$ cat src/rtl/mul_seq_pkg.sv
// Shared types and constants for the sequential 64x64 multiplier controller.
// Step shifts are expressed in units of HALF_W so any half-width can reuse them.
package mul_seq_pkg;

  localparam int HALF_W_DEF = 32;
  localparam int NUM_STEPS  = 4;

  typedef logic [1:0] state_t;
  localparam state_t IDLE = 2'd0;
  localparam state_t MUL  = 2'd1;
  localparam state_t DONE = 2'd2;

  // Shift applied to each step's partial product, in multiples of HALF_W.
  function automatic int unsigned step_shift_units(input logic [2:0] step);
    case (step)
      3'd0:       return 0;
      3'd1, 3'd2: return 1;
      3'd3:       return 2;
      default:    return 0;
    endcase
  endfunction

endpackage

$ cat src/rtl/mul_32x32.sv
// Combinational W x W -> 2W unsigned multiplier shared by every partial-product step.
module mul_32x32 #(
  parameter int W = 32
) (
  input  logic [W-1:0]   a_i,
  input  logic [W-1:0]   b_i,
  output logic [2*W-1:0] p_o
);

  assign p_o = (2*W)'(a_i) * (2*W)'(b_i);

endmodule

$ cat src/rtl/mul64_seq_ctrl.sv
// Iterative 64x64 unsigned multiplier: four partial products through one shared multiplier.
// Define MUL_PIPE_EN to register the product before accumulation (one extra MUL cycle).
module mul64_seq_ctrl
  import mul_seq_pkg::*;
#(
  parameter int HALF_W = HALF_W_DEF
) (
  input  logic                clk,
  input  logic                rst,
  input  logic                in_valid,
  output logic                in_ready,
  input  logic [2*HALF_W-1:0] x,
  input  logic [2*HALF_W-1:0] y,
  output logic                out_valid,
  input  logic                out_ready,
  output logic [4*HALF_W-1:0] out,
  output logic                busy
);

  localparam int OP_W  = 2 * HALF_W;
  localparam int RES_W = 4 * HALF_W;

  state_t          state_q, state_d;
  logic [2:0]      step_q, step_d;
  logic [RES_W-1:0] acc_q, acc_d;
  logic [OP_W-1:0] x_q, x_d, y_q, y_d;

  logic [HALF_W-1:0] a_op, b_op;
  logic [OP_W-1:0]   pp;
  logic [OP_W-1:0]   acc_pp;
  logic [2:0]        acc_step;
  logic              acc_en;
  logic [2:0]        last_step;
  logic [RES_W-1:0]  pp_shifted;

  // Step bit 1 picks the x half, bit 0 the y half: xl*yl, xl*yh, xh*yl, xh*yh.
  assign a_op = step_q[1] ? x_q[OP_W-1:HALF_W] : x_q[HALF_W-1:0];
  assign b_op = step_q[0] ? y_q[OP_W-1:HALF_W] : y_q[HALF_W-1:0];

  mul_32x32 #(.W(HALF_W)) u_mul (
    .a_i (a_op),
    .b_i (b_op),
    .p_o (pp)
  );

`ifdef MUL_PIPE_EN
  logic [OP_W-1:0] pp_q;

  // Issue step k while accumulating the registered product of step k-1.
  always_ff @(posedge clk) begin
    if (rst) pp_q <= '0;
    else     pp_q <= pp;
  end

  assign acc_pp    = pp_q;
  assign acc_step  = step_q - 3'd1;
  assign acc_en    = (step_q != 3'd0);
  assign last_step = 3'(NUM_STEPS);
`else
  assign acc_pp    = pp;
  assign acc_step  = step_q;
  assign acc_en    = 1'b1;
  assign last_step = 3'(NUM_STEPS - 1);
`endif

  assign pp_shifted = {{OP_W{1'b0}}, acc_pp} << (step_shift_units(acc_step) * HALF_W);

  always_comb begin
    // NOTE: every next-state signal takes its hold value first so no path infers a latch.
    state_d = state_q;
    step_d  = step_q;
    acc_d   = acc_q;
    x_d     = x_q;
    y_d     = y_q;
    case (state_q)
      IDLE: begin
        if (in_valid) begin
          state_d = MUL;
          x_d     = x;
          y_d     = y;
          acc_d   = '0;
          step_d  = '0;
        end
      end
      MUL: begin
        if (acc_en) acc_d = acc_q + pp_shifted;
        step_d = step_q + 3'd1;
        if (step_q == last_step) state_d = DONE;
      end
      DONE: begin
        if (out_ready) state_d = IDLE;
      end
      default: state_d = IDLE;
    endcase
  end

  always_ff @(posedge clk) begin
    // NOTE: state registers update with non-blocking assignments only.
    if (rst) begin
      state_q <= IDLE;
      step_q  <= '0;
      acc_q   <= '0;
      x_q     <= '0;
      y_q     <= '0;
    end else begin
      state_q <= state_d;
      step_q  <= step_d;
      acc_q   <= acc_d;
      x_q     <= x_d;
      y_q     <= y_d;
    end
  end

  assign in_ready  = (state_q == IDLE);
  assign out_valid = (state_q == DONE);
  assign busy      = (state_q != IDLE);
  assign out       = acc_q;

endmodule
$ cat config.mk
export PLATFORM = sky130hd
export DESIGN_NAME = mul64_seq_ctrl
export DESIGN_NICKNAME = d
export VERILOG_FILES = /design/src/rtl/mul_seq_pkg.sv /design/src/rtl/mul_32x32.sv /design/src/rtl/mul64_seq_ctrl.sv
export SDC_FILE = /design/constraint.sdc
export NUM_CORES = 2
export LEC_CHECK = 0
export ABC_CLOCK_PERIOD_IN_PS = 12620
export CORE_MARGIN = 5
export CORE_UTILIZATION = 35
export DETAILED_ROUTE_END_ITERATION = 12
export PLACE_DENSITY = 0.49
export SLEW_MARGIN = 15
export SYNTH_ARGS = -nofsm -noshare
export SYNTH_HDL_FRONTEND = slang
export SYNTH_SLANG_ARGS = --single-unit
$ cat constraint.sdc
create_clock -name clk -period 12.62 [get_ports clk]
set_input_delay 2.524 -clock clk [delete_from_list [all_inputs] [get_ports clk]]
set_output_delay 2.524 -clock clk [all_outputs]
set_load 0.005 [all_outputs]
==> impl_results.md <==
- Run status: completed
- WHS Path Cells: 2
- Leak pwr: 26.9 nW
- Top post-synthesis cells by area: fa_1 35%, dfxtp_1 10%, ha_1 9.6%
- Sink Count: 261
- Worst setup EP type: flip-flop
- FF-to-FF path depth: 42
- Worst R2R End: out[115]
- Antenna violations before repair: 10
- DRT iter0 DRCs: 3486
- Vias in the first global route: 47300
- Worst-Margin Slew: 1.12 ns
- Fin util: 40.6%
- Post-Route Setup TNS: 0 ns
- Multi-input logic area: 0.0415 sq mm
- Vias: 45700
- First-pass GRT wire length: 321 mm
- Slew headroom: 24.8%
- Post-Synthesis Cell Area: 0.0513 sq mm
- Endpoints failing hold: 0
- Clock transition at path regs: 0.07 ns
- I/O Buffers: 262
- Crit-path max cell delay: 0.57 ns
- Core region area: 0.146 sq mm
- WP data required: 13.14 ns
- Fraction of registers with async set or reset after synthesis: 0%
- Layout cell share with drive strength beyond 1: 8.05%
- Final WL: 217 mm
- Die area: 0.154 sq mm
- WP buf/inv: 7
- CTS buffer count: 36
- Area grow syn2layout: 15.3%
- Gate Count Post-Synth: 6354
- Number of I/O pins: 263
- Worst-case clock buffer depth: 3
- Tcrit/Tclk final: 95.7%
- Largest net degree at the start of global routing: 90
- CP Max Fanout: 15
- Crit Reg-Reg Startpoint: acc_step[1]
- Routability cong.: 0.968
- Post-synth EDFFs: 0
- Critical Path AT: 12.60 ns
- Pwr/cell area: 83.8 mW/mm^2
- Drt wl/cell: 25.3 um
- Slew Limit Fails: 0
- Seq. cell area: 0.00523 sq mm
- Distinct cells, synth: 85
- Worst clock skew: 0.0498 ns
- Total gr overflow: 0
- Sequential cell area fraction in the yosys report: 10.2%
- Width of the chip: 393 um
- Most common cell after layout, fill and taps aside: nand2_1
- Placed cell areas: 0.0577 sq mm
- HP Class: reg -> reg
- Hpwl dp: 179 mm
- Final ANT Viol Nets: 0
- Later-pin clock latency in the skew report: 0.63 ns
- Final setup vio count: 0
- Clock root buffer: clkbuf_16
- Synth Register Bits: 261
- Initial Utilization: 35.2%
- Final min period: 12.08 ns
- Syn Nets: 7777
- Worst setup path category: reg -> reg
- DR vias/cell: 5.33
- Ys Warns: 0
- Achievable frequency: 82.8 MHz
- CP top delay family: adder cells
- Synth area leader: fa_1
- Drt first pass iters: 6
- Syn avg cell area: 8.07 sq um
- Max-cap violations: 0
- CTS tree: yes
- Post-synth top area share: 35.0%
- Peak supply drop: 90.9 uV
- Dominant synthesized flop cell: dfxtp_1
- Commonest cells after routing, fill and taps aside: 989 x nand2_1, 923 x inv_1, 897 x fa_1, 838 x nor2_1, 443 x a21oi_1
- Row Count: 140
- Critical Path Start Type: flip-flop
- Min-delay src: y_q[25]
- # fillers: 15100
- RSZ-0062 raised after global routing: false
- Hold Path Sink: y_q[25]
- Slowest CP cell: fa_1
- Die Y: 393 um
- Design Area, Final: 0.0591 sq mm
- Most frequent CP cell: fa_1
- Clock H-tree levels: 2
- Reg2reg setup slack: 0.54 ns
- DR DRC count: 0
- Final net count: 8056
- Overall Global Routing Usage: 28.2%
cell usage after synthesis (90+ instances only):
cell type,number
o21ai_0,193
fa_1,897
clkbuf_1,306
ha_1,394
inv_1,923
nand2_1,990
a21oi_1,443
nand3_1,90
nor2_1,839
a21o_1,105
dfxtp_1,261
xnor2_1,112
layer usage:
metal  vias up  GRT usage [%]  share of wire (%)
li1      20700              -                  -
met2      1760           44.8                 45
met4         4           9.27                4.0
met3       305           5.67                8.1
met1     22900           38.5                 43
met5         -              0             0.0083
where the power goes:
part	switching, mW	internal (mW)	total (mW)
Clock	0.464	0.673	1.14
Combinational	1.84	1.04	2.87
Sequential	0.0671	0.877	0.944
Total	2.37	2.59	4.96
state kept, by name, indices dropped and copies added, names as in the netlist:
| signal | flops |
|---|---|
| out | 128 |
| x_q | 64 |
| y_q | 64 |
| acc_step | 3 |
| state_q | 2 |
layout make-up:
type	count	share of cell area (%)
multi-input cells	4824	70.2
well taps	1917	4.06
inverters	923	5.86
repair buffers	587	8.88
clock buffers	46	1.71
flip-flops and latches	261	8.85
clock inverters	16	0.425
diodes	7	0.0296
metrics by stage:
step / instances / power (mW) / hold WS (ns) / worst slack (ns)
floorplan: 6354 / 2.46 / 0.433 / 1.30
global placement: 8496 / 3.79 / 0.452 / 0.343
CTS: 8558 / 4.96 / 0.467 / 0.281
detailed placement: 8496 / 3.77 / 0.457 / 0.313
finish: 8581 / 4.96 / 0.468 / 0.538
global route: 8574 / 5.24 / 0.486 / 0.0761
worst min-delay path, stage by stage, from the launching register on:
cell and delay, ns:
dfxtp_1 0.31, nand2_1 0.06, a21oi_1 0.06
repair_timing:
item,4_1_cts,5_1_grt
hold buffers,0,0
buffers inserted,0,16
hold endpoints to repair,0,0
gates resized for setup,0,5
endpoints found under the setup margin,0,24
how the worst max path moves through the flow:
stage                            from       end  slack, ns  cells after the start
after CTS                 acc_step[0]  out[126]       0.28                     43
final                     acc_step[1]  out[115]       0.54                     42
after floorplan           acc_step[1]  out[125]       1.30                     39
after global placement    acc_step[0]  out[112]       0.34                     40
after global routing      acc_step[1]  out[115]       0.08                     41
after detailed placement  acc_step[0]  out[126]       0.31                     43
logic make-up after synthesis:
family	count (synthesis)	share of synthesized area, %
compound gates	1045	12.6
xor+xnor	174	2.97
buf+inv	1269	9.35
fa+ha+maj	1291	44.6
flops	261	10.2
simple gates	2174	17.4
mux	140	2.90
Note: power is estimated with default switching activity, not from simulation.
